## src/rtl/riscv_mule_seq_pkg.sv

```systemverilog
// Shared definitions for the MULE multi-cycle multiply unit.
//   - operand/slice widths
//   - MULE_OP_* operation encodings (as carried on opcode_op_i)
//   - MULE_ST_* sequencer state encodings (also visible on the debug state port)
//   - custom opcode/funct match constants used by the instruction decoder
//   - small helpers for operand signedness and magnitude extraction
package riscv_mule_seq_pkg;

    localparam int XLEN   = 32;
    localparam int HALF_W = XLEN / 2;

    typedef enum logic [1:0] {
        MULE_OP_MUL    = 2'd0,  // low word of product
        MULE_OP_MULH   = 2'd1,  // high word, signed x signed
        MULE_OP_MULHSU = 2'd2,  // high word, signed x unsigned
        MULE_OP_MULHU  = 2'd3   // high word, unsigned x unsigned
    } mule_op_e;

    typedef enum logic [2:0] {
        MULE_ST_IDLE = 3'd0,
        MULE_ST_LL   = 3'd1,
        MULE_ST_LH   = 3'd2,
        MULE_ST_HL   = 3'd3,
        MULE_ST_HH   = 3'd4,
        MULE_ST_FIN  = 3'd5
    } mule_state_e;

    // Custom-0 major opcode; decoder matches these to route an instruction here.
    localparam logic [6:0] MULE_OPCODE = 7'b0001011;
    localparam logic [2:0] MULE_FUNCT3 = 3'b001;
    localparam logic [6:0] MULE_FUNCT7 = 7'b0000001;

    function automatic logic mule_match(input logic [6:0] opcode,
                                        input logic [2:0] funct3,
                                        input logic [6:0] funct7);
        return (opcode == MULE_OPCODE) && (funct3 == MULE_FUNCT3) &&
               (funct7 == MULE_FUNCT7);
    endfunction

    function automatic logic op_a_signed(input mule_op_e op);
        return (op == MULE_OP_MULH) || (op == MULE_OP_MULHSU);
    endfunction

    function automatic logic op_b_signed(input mule_op_e op);
        return (op == MULE_OP_MULH);
    endfunction

    // Two's-complement magnitude as an unsigned XLEN value. The most negative
    // value maps to itself, which is exactly its unsigned magnitude.
    function automatic logic [XLEN-1:0] magnitude(input logic [XLEN-1:0] v,
                                                  input logic            is_signed);
        return (is_signed && v[XLEN-1]) ? (~v + XLEN'(1)) : v;
    endfunction

endpackage

```

## src/rtl/riscv_mule_seq_mul16.sv

```systemverilog
// Combinational 16x16 unsigned multiplier shared across the partial-product
// cycles of the MULE unit.
//   a       in  HALF_W      multiplicand slice
//   b       in  HALF_W      multiplier slice
//   product out 2*HALF_W    unsigned product
module riscv_mule_seq_mul16
    import riscv_mule_seq_pkg::*;
(
    input  logic [HALF_W-1:0]   a,
    input  logic [HALF_W-1:0]   b,
    output logic [2*HALF_W-1:0] product
);

    assign product = {{HALF_W{1'b0}}, a} * {{HALF_W{1'b0}}, b};

endmodule

```

## src/rtl/riscv_mule_seq.sv

```systemverilog
// MULE multi-cycle multiply execution unit.
// Builds a 32x32 product from four 16x16 partial products on one shared
// multiplier (LL, LH, HL, HH), then sign-fixes and returns the low or high
// word on a one-cycle writeback strobe.
//
// Handshake: an op is taken on a clock edge where opcode_valid_i is high,
// busy_o is low, and neither hold_i nor flush_i is asserted. Issue must not
// present a new op while busy_o is high; if it does the op is ignored.
// writeback_valid_o pulses for one cycle (longer only while hold_i is high).
//
// Ports
//   clk_i, rst_i              clock, async active-high reset
//   opcode_valid_i            op presented this cycle
//   opcode_op_i               MUL / MULH / MULHSU / MULHU
//   opcode_rd_idx_i           destination register
//   opcode_ra_operand_i       rs1 value
//   opcode_rb_operand_i       rs2 value
//   hold_i                    freezes all state
//   flush_i                   aborts the in-flight op (beats hold)
//   busy_o                    unit occupied (registered state only)
//   writeback_valid_o         result strobe
//   writeback_rd_idx_o        result destination
//   writeback_value_o         result value
//   dbg_state_o               current sequencer state
module riscv_mule_seq
    import riscv_mule_seq_pkg::*;
(
    input  logic            clk_i,
    input  logic            rst_i,
    input  logic            opcode_valid_i,
    input  logic [1:0]      opcode_op_i,
    input  logic [4:0]      opcode_rd_idx_i,
    input  logic [31:0]     opcode_ra_operand_i,
    input  logic [31:0]     opcode_rb_operand_i,
    input  logic            hold_i,
    input  logic            flush_i,
    output logic            busy_o,
    output logic            writeback_valid_o,
    output logic [4:0]      writeback_rd_idx_o,
    output logic [31:0]     writeback_value_o,
    output logic [2:0]      dbg_state_o
);

    mule_state_e state_q;
    mule_state_e state_d;

    mule_op_e          op_in;
    mule_op_e          op_q;
    logic              neg_q;
    logic [4:0]        rd_q;
    logic [XLEN-1:0]   a_q;
    logic [XLEN-1:0]   b_q;
    logic [XLEN-1:0]   p0_q;
    logic [XLEN:0]     p1_q;    // 33 bits: sum of two cross products keeps its carry
    logic [XLEN-1:0]   p2_q;

    logic              wb_valid_q;
    logic [4:0]        wb_rd_q;
    logic [XLEN-1:0]   wb_value_q;

    logic              accept;
    logic              sign_a;
    logic              sign_b;
    logic [HALF_W-1:0] mul_a;
    logic [HALF_W-1:0] mul_b;
    logic [XLEN-1:0]   mul_p;
    logic [2*XLEN-1:0] prod_mag;
    logic [2*XLEN-1:0] prod;
    logic [XLEN-1:0]   result;

    assign op_in  = mule_op_e'(opcode_op_i);
    assign accept = opcode_valid_i && (state_q == MULE_ST_IDLE) && !hold_i && !flush_i;
    assign sign_a = op_a_signed(op_in) && opcode_ra_operand_i[XLEN-1];
    assign sign_b = op_b_signed(op_in) && opcode_rb_operand_i[XLEN-1];

    // ------------------------------------------------------------------
    // FSM: state register
    // ------------------------------------------------------------------
    always_ff @(posedge clk_i or posedge rst_i) begin
        if (rst_i) begin
            state_q <= MULE_ST_IDLE;
        end else begin
            state_q <= state_d;
        end
    end

    // ------------------------------------------------------------------
    // FSM: next state
    // ------------------------------------------------------------------
    always_comb begin
        state_d = state_q;
        if (flush_i) begin
            state_d = MULE_ST_IDLE;
        end else if (!hold_i) begin
            case (state_q)
                MULE_ST_IDLE: if (accept) state_d = MULE_ST_LL;
                MULE_ST_LL:   state_d = MULE_ST_LH;
                MULE_ST_LH:   state_d = MULE_ST_HL;
                MULE_ST_HL:   state_d = MULE_ST_HH;
                MULE_ST_HH:   state_d = MULE_ST_FIN;
                MULE_ST_FIN:  state_d = MULE_ST_IDLE;
                default:      state_d = MULE_ST_IDLE;
            endcase
        end
    end

    // ------------------------------------------------------------------
    // FSM: outputs (busy and shared-multiplier operand select)
    // ------------------------------------------------------------------
    always_comb begin
        busy_o = (state_q != MULE_ST_IDLE);
        mul_a  = a_q[HALF_W-1:0];
        mul_b  = b_q[HALF_W-1:0];
        case (state_q)
            MULE_ST_LH: begin
                mul_b = b_q[XLEN-1:HALF_W];
            end
            MULE_ST_HL: begin
                mul_a = a_q[XLEN-1:HALF_W];
            end
            MULE_ST_HH: begin
                mul_a = a_q[XLEN-1:HALF_W];
                mul_b = b_q[XLEN-1:HALF_W];
            end
            default: ;
        endcase
    end

    riscv_mule_seq_mul16 u_mul16 (
        .a       (mul_a),
        .b       (mul_b),
        .product (mul_p)
    );

    // ------------------------------------------------------------------
    // Operand capture and partial-product accumulation
    // ------------------------------------------------------------------
    always_ff @(posedge clk_i or posedge rst_i) begin
        if (rst_i) begin
            a_q   <= '0;
            b_q   <= '0;
            p0_q  <= '0;
            p1_q  <= '0;
            p2_q  <= '0;
            neg_q <= 1'b0;
            op_q  <= MULE_OP_MUL;
            rd_q  <= '0;
        end else if (!flush_i && !hold_i) begin
            if (accept) begin
                a_q   <= magnitude(opcode_ra_operand_i, op_a_signed(op_in));
                b_q   <= magnitude(opcode_rb_operand_i, op_b_signed(op_in));
                neg_q <= sign_a ^ sign_b;
                op_q  <= op_in;
                rd_q  <= opcode_rd_idx_i;
            end
            case (state_q)
                MULE_ST_LL: p0_q <= mul_p;
                MULE_ST_LH: p1_q <= {1'b0, mul_p};
                MULE_ST_HL: p1_q <= p1_q + {1'b0, mul_p};
                MULE_ST_HH: p2_q <= mul_p;
                default: ;
            endcase
        end
    end

    // ------------------------------------------------------------------
    // Final combine: magnitude product, sign fixup, word select
    // ------------------------------------------------------------------
    always_comb begin
        prod_mag = {{XLEN{1'b0}}, p0_q}
                 + {{(XLEN-HALF_W-1){1'b0}}, p1_q, {HALF_W{1'b0}}}
                 + {p2_q, {XLEN{1'b0}}};
        prod     = neg_q ? (~prod_mag + 64'd1) : prod_mag;
        result   = (op_q == MULE_OP_MUL) ? prod[XLEN-1:0] : prod[2*XLEN-1:XLEN];
    end

    // ------------------------------------------------------------------
    // Writeback registers. A flush kills the strobe even if FIN is
    // completing this very cycle; hold keeps the strobe and data frozen.
    // ------------------------------------------------------------------
    always_ff @(posedge clk_i or posedge rst_i) begin
        if (rst_i) begin
            wb_valid_q <= 1'b0;
            wb_rd_q    <= '0;
            wb_value_q <= '0;
        end else if (flush_i) begin
            wb_valid_q <= 1'b0;
        end else if (!hold_i) begin
            wb_valid_q <= (state_q == MULE_ST_FIN);
            if (state_q == MULE_ST_FIN) begin
                wb_rd_q    <= rd_q;
                wb_value_q <= result;
            end
        end
    end

    assign writeback_valid_o  = wb_valid_q;
    assign writeback_rd_idx_o = wb_rd_q;
    assign writeback_value_o  = wb_value_q;
    assign dbg_state_o        = state_q;

endmodule
```

## config.mk

```make
export PLATFORM = sky130hd
export DESIGN_NAME = riscv_mule_seq
export DESIGN_NICKNAME = d
export VERILOG_FILES = /design/src/rtl/riscv_mule_seq_pkg.sv /design/src/rtl/riscv_mule_seq_mul16.sv /design/src/rtl/riscv_mule_seq.sv
export SDC_FILE = /design/constraint.sdc
export NUM_CORES = 1
export LEC_CHECK = 0
export CAP_MARGIN = 20
export CORE_MARGIN = 5
export CORE_UTILIZATION = 40
export CTS_CLUSTER_DIAMETER = 200
export DETAILED_ROUTE_END_ITERATION = 10
export PLACE_DENSITY = 0.69
export SLEW_MARGIN = 20
export SYNTH_ARGS = -nofsm -noshare
export SYNTH_HDL_FRONTEND = slang
export SYNTH_SLANG_ARGS = --single-unit
```

## constraint.sdc

```tcl
create_clock -name clk_i -period 22.5 [get_ports clk_i]
set_input_delay 4.5 -clock clk_i [delete_from_list [all_inputs] [get_ports clk_i]]
set_output_delay 4.5 -clock clk_i [all_outputs]
set_load 0.02 [all_outputs]
```

After elaboration in Yosys (flattened, before gate mapping)

Cells that the tools add are included.

Logic and storage cells: 68
Flip-flop bits (word level): 210
Output and inout port bits: 42
Bits of input ports: 76

Multiply operators: 1
Bitwise logic cells: 6
Muxes and demuxes: 13
Add/sub/neg operators: 6
Reduce and logical (&&, ||, !) cells: 21
Equal/unequal tests: 9

Operators with widths:

| operator                                            | number |
|---|---|
| 2-to-1 mux 32 bit                                   | 3 |
| one-hot mux 33 bit (2 select lines)                 | 1 |
| adder 32 x 1 -> 32 bit, second input constant       | 2 |
| adder 50 x 64 -> 64 bit                             | 1 |
| adder 64 x 1 -> 64 bit, second input constant       | 1 |
| 2-to-1 mux 64 bit                                   | 1 |
| inverter 32 bit                                     | 2 |
| inverter 64 bit                                     | 1 |
| adder 32 x 49 -> 50 bit                             | 1 |
| adder 33 x 32 -> 33 bit                             | 1 |
| multiplier 16 x 16 -> 32 bit                        | 1 |
| 2-to-1 mux 16 bit                                   | 2 |
| one-hot mux 3 bit (5 select lines)                  | 1 |
| AND reduction 2 bit                                 | 5 |
| 2-to-1 mux 3 bit                                    | 3 |
| equality test 3 x 2 -> 1 bit, second input constant | 2 |
| equality test 3 bit, second input constant          | 2 |
| logical AND 1 bit                                   | 6 |
| OR reduction 2 bit                                  | 2 |
| equality test 3 x 1 -> 1 bit, second input constant | 1 |
| zero test 3 bit                                     | 1 |
| inequality test 3 bit, second input constant        | 1 |
| AND reduction 3 bit                                 | 1 |
| nonzero test 3 bit                                  | 1 |
| other kinds (10)                                    | 13 |

Depth between registers and ports, before layout

Word-level depth: 8
Mapped depth: 41
Mapped depth without buffers: 38

By module

Synthesis repeated with hierarchy kept, for this count alone.

Cell total of the unflattened synthesis: 2769
Area total of the unflattened synthesis: 23725.3 sq um

By module, submodules not included:

| module               | cells an instance | instances | area each (sq um) | seq. area each (sq um) |
|---|---|---|---|---|
| riscv_mule_seq       | 1773              | 1         | 15172.1           | 5255.0 |
| riscv_mule_seq_mul16 | 996               | 1         | 8553.2            | 0.0 |

Worst setup path after synthesis

OpenSTA, ideal clock, no wires.

Path type: register -> register
Start: reg state_q[1] (netlist: dbg_state_o[1])
End: reg p1_q[32]
Setup slack: 12.731 ns
Required time: 22.434 ns
Library setup time: 0.066 ns
Cell stages (with the launch flop): 35
Arrival: 9.703 ns
Clock period less this slack: 9.769 ns
Path buffers: 4
Cells stage by stage: dfrtp_1 -> clkbuf_1 -> nor2_1 -> a21oi_1 -> clkbuf_1 -> buf_1 -> mux2i_1 -> nor2_1 -> fa_1 -> inv_1 -> fa_1 -> fa_1 -> inv_1 -> fa_1 -> fa_1 -> fa_1 -> ha_1 -> clkbuf_1 -> a21o_1 -> a21oi_1 -> nor4b_1 -> a211oi_1 -> o21ai_0 -> a21oi_1 -> o311ai_0 -> ha_1 -> a21o_1 -> nor3_1 -> o311ai_0 -> a31oi_1 -> a21oi_1 -> o41ai_1 -> o21ai_0 -> o21ai_0 -> a22o_1

Word-level cells in the longest chain between the ends: 6
Elaborated cells between the ends (all ways): 12
Those cells by class: 1 x add/sub; 1 x mul; 3 x eq/ne; 3 x mux; 4 x reduce/logical

Ends and longest elaborated chain:

| element                                                                    | line                       | text |
|---|---|---|
| from (decl)                                                                | riscv_mule_seq.sv:44       | `mule_state_e state_q;` |
| from (signal assigned)                                                     | riscv_mule_seq.sv:83       | `state_q <= state_d;` |
| equality test 3 bit / equality test 3 x 2 -> 1 bit (equally long branches) | riscv_mule_seq.sv:114      | `case (state_q)` |
| OR reduction 2 bit (no source line)                                        | n/a                        |  |
| 2-to-1 mux 16 bit                                                          | riscv_mule_seq.sv:114      |  |
| multiplier 16 x 16 -> 32 bit *                                             | riscv_mule_seq_mul16.sv:14 | `assign product = {{HALF_W{1'b0}}, a} * {{HALF_W{1'b0}}, b};` |
| net mul_p[21]                                                              | riscv_mule_seq.sv:66       | `logic [XLEN-1:0] mul_p;` |
| adder 33 x 32 -> 33 bit *                                                  | riscv_mule_seq.sv:159      | `MULE_ST_HL: p1_q <= p1_q + {1'b0, mul_p};` |
| one-hot mux 33 bit (2 select lines) *                                      | riscv_mule_seq.sv:156      | `case (state_q)` |
| to (signal assigned)                                                       | riscv_mule_seq.sv:158      | `MULE_ST_LH: p1_q <= {1'b0, mul_p};` |
| to (signal assigned)                                                       | riscv_mule_seq.sv:159      |  |
| to (decl)                                                                  | riscv_mule_seq.sv:54       | `logic [XLEN:0] p1_q;` |

Mark *: on every way through the listed nets, which the timed path passes. The rest lies on a longest branch.
A chain may end at the register's enable or synchronous reset.

Worst setup path after layout

Start: reg state_q[2] (netlist: dbg_state_o[2])
End: reg p1_q[31]

The elaborated chain is that of the path after synthesis.

==> summary.md <==
| Metric | Value |
|---|---|
| Status | `finished, final reports clean` |
| Commonest non-fill, non-tap cell in the layout | `nand2_1` |
| Synthesized area per cell | `8.36 um2` |
| Most frequent cells in the layout | `nand2_1, inv_1, nor2_1, o21ai_0, dfrtp_1` |
| Post-Syn Area | `0.0246 mm2` |
| Fillers | `5991` |
| Max-Cap Viols | `0` |
| Count of different cell masters after synthesis | `100` |
| Hold path start | `rd_q[0]$_DFFE_PP0P_` |
| Post-synth net total | `approximately 3400` |
| PostCTS Resize Cnt | `0` |
| Fin. max-slew vios | `0` |
| Sink Count | `210` |
| Skew final | `0.0183 ns` |
| Critical Path AT | `11.31 ns` |
| Slew headroom | `20.8%` |
| Max Root-Sink Buffers | `3` |
| Unrepaired setup endpoints after global routing | `false` |
| IO Count | `118` |
| Hold path cells | `2` |
| Worst-Margin Slew | `1.18 ns` |
| Synth-to-Final Area Change | `11.8%` |
| # DRC | `0` |
| Die area | `0.0666 mm2` |
| # Post-CTS Setup Buffers | `0` |
| Period utilisation layout | `48.3%` |
| Initial Util | `40.2%` |
| CP max FO | `32` |
| Crit path max-delay family | `compound AO/OA/AOI/OAI gates` |
| Crit path required time | `22.95 ns` |
| Critical path depth in cells | `34` |
| H-tree lvl count | `1` |
| Critical path class | `flip-flop to flip-flop` |
| # hold bufs at CTS | `0` |
| Area of the multi-input gates | `0.0178 mm2` |
| Startpoint type of the worst setup path | `flip-flop` |
| # port buffers | `~120` |
| Async set or reset register ratio after synthesis | `100%` |
| Overall routing resource usage | `21.2%` |
| Core ar. | `around 0.061 mm2` |
| WL final | `72400 um` |
| Final Hold Vio Count | `0` |
| Worst Path Buf+Inv | `7` |
| Total grt overflow | `0` |
| Drt via density | `5.62` |
| Critical Path Max Stage Delay | `0.94 ns` |
| Layout cells sized above 1 | `6.93%` |
| Fmax | `between 90 and 100 MHz` |
| Final setup violation count | `0` |
| Busiest grt layer | `met2` |
| Global placement routability congestion | `~0.95` |
| Grt met2 use | `35.5%` |
| Die X | `258 um` |
| Reg clk slew, reported paths | `approximately 0.060 ns` |
| Vias in the first global route | `20600` |
| Pre-antenna DRT Iters | `6` |
| Min-Delay Path Class | `flip-flop to flip-flop` |
| Nets | `3444` |
| Setup TNS | `0 ns` |
| Sequential-to-total area share from yosys stat | `21.4%` |
| CP max-delay cell | `mux2i_1` |
| Row cnt | `91` |
| CTS tree | `built` |
| FF-to-FF path depth | `34` |
| Fin crit period | `10.86 ns` |
| Clk Latency, worst-skew pair | `between 0.5 and 0.6 ns` |
| Post-DP HPWL | `just under 60000 um` |
| Cells after synthesis | `2942` |
| Routed Antenna Nets | `0` |
| #FFs+latches synth | `210` |
| Synth warn | `0` |
| Met3 Use GR | `2.90%` |
| Reg-to-reg critical path startpoint | `dbg_state_o[2]$_DFFE_PP0P_` |
| FF/Latch Area | `0.00526 mm2` |
| First-pass GRT wire length | `115000 um` |
| Most used cell, CP | `fa_1` |
| DRT iter0 DRCs | `~1700` |
| Critical Path Start | `dbg_state_o[2]$_DFFE_PP0P_` |
| Total CTS buffers | `25` |
| Crit. End Element | `flip-flop` |
| Routed WL per cell | `19.0 um` |
| Routing usage on met1 | `28.0%` |
| Largest net degree at the start of global routing | `136` |
| Diode count | `0` |
| Die height | `258 um` |
| Ys flop type | `dfrtp_1` |
| Post-synth EDFFs | `0` |
| Root Buffer | `clkbuf_16` |
| Initial antenna violation count | `2` |
| WHS | `0.463 ns` |
| Via count | `~21000` |
[logic make-up after synthesis]
logic type	share of synthesized area, %
buffers and inverters	6.49
AOI/OAI and AO/OA	17.6
xor gates and xnor gates	6.19
and+or+nand+nor	18.2
muxes	5.37
DFF	21.4
adders and majority gates	24.8
[worst reg2reg max path: cells and delay by family (launching register included)]
kind                     cells  cell delay (ns)
AO/OA/AOI/OAI               12             3.72
flip-flops                   1             0.65
multiplexers                 1             0.96
adder cells (fa/ha/maj)      8             3.69
buffers and inverters        7             0.95
AND/OR/NAND/NOR              6             0.78
[layer usage]
layer	share of wire [%]	routed length, um	vias up
met5	0	0	-
met4	4.5	3260	0
met3	5.8	4170	167
met2	47	33900	691
met1	43	31100	10300
li1	-	-	10200
[final cells by class]
cell class	count	share of cell area [%]
Tap cell	790	3.59
Multi-Input combinational cell	2315	64.7
Clock inverter	15	0.682
Timing Repair Buffer	146	5.24
Clock buffer	31	2.54
Inverter	300	4.12
Sequential cell	210	19.1
[sequential cells by signal, indices dropped and copies added, names as in the netlist]
| name | flops |
|---|---|
| b_q | 32 |
| dbg_state_o | 3 |
| rd_q | 5 |
| writeback_value_o | 32 |
| writeback_valid_o | 1 |
| a_q | 32 |
| op_q | 2 |
| p0_q | 32 |
| neg_q | 1 |
| p1_q | 33 |
| writeback_rd_idx_o | 5 |
| p2_q | 32 |
[metrics by stage]
step / std cells / area [um2] / utilization, % / worst slack (ns)
after global routing: 3807 / 27500 / 44.9 / 10.97
after CTS: 3804 / 27400 / 44.8 / 11.77
after floorplan: 2942 / 24600 / - / 12.26
after global placement: 3758 / 26500 / 43.3 / 11.91
final: 3807 / 27500 / 44.9 / 11.64
after detailed placement: 3758 / 26500 / 43.3 / 11.79
[Yosys cell counts, drive strengths merged, types with 67 or more instances]
library cell | n | area share, %
a21oi | 168 | 3.4
clkbuf | 111 | 1.8
dfrtp | 210 | 21
fa | 196 | 16
ha | 174 | 8.8
inv | 300 | 4.6
mux2 | 77 | 3.5
nand2 | 395 | 6.0
nor2 | 281 | 4.4
o21ai | 222 | 4.5
xnor2 | 106 | 3.8
xor2 | 67 | 2.4
[worst paths after layout]
path	endpoint	slack, ns
min in group asynchronous	b_q[5]$_DFFE_PP0P_	4.36
setup reg to reg	p1_q[31]$_DFFE_PP0P_	11.64
max in group asynchronous	p0_q[17]$_DFFE_PP0P_	16.68
setup / recovery	p1_q[31]$_DFFE_PP0P_	11.64
hold reg to reg	writeback_rd_idx_o[0]$_DFFE_PP0P_	0.46
hold / removal	writeback_rd_idx_o[0]$_DFFE_PP0P_	0.46
Power is left out: the tool's default activity adds up to more than one toggle a clock period on the data nets, which glitch-free logic cannot reach.
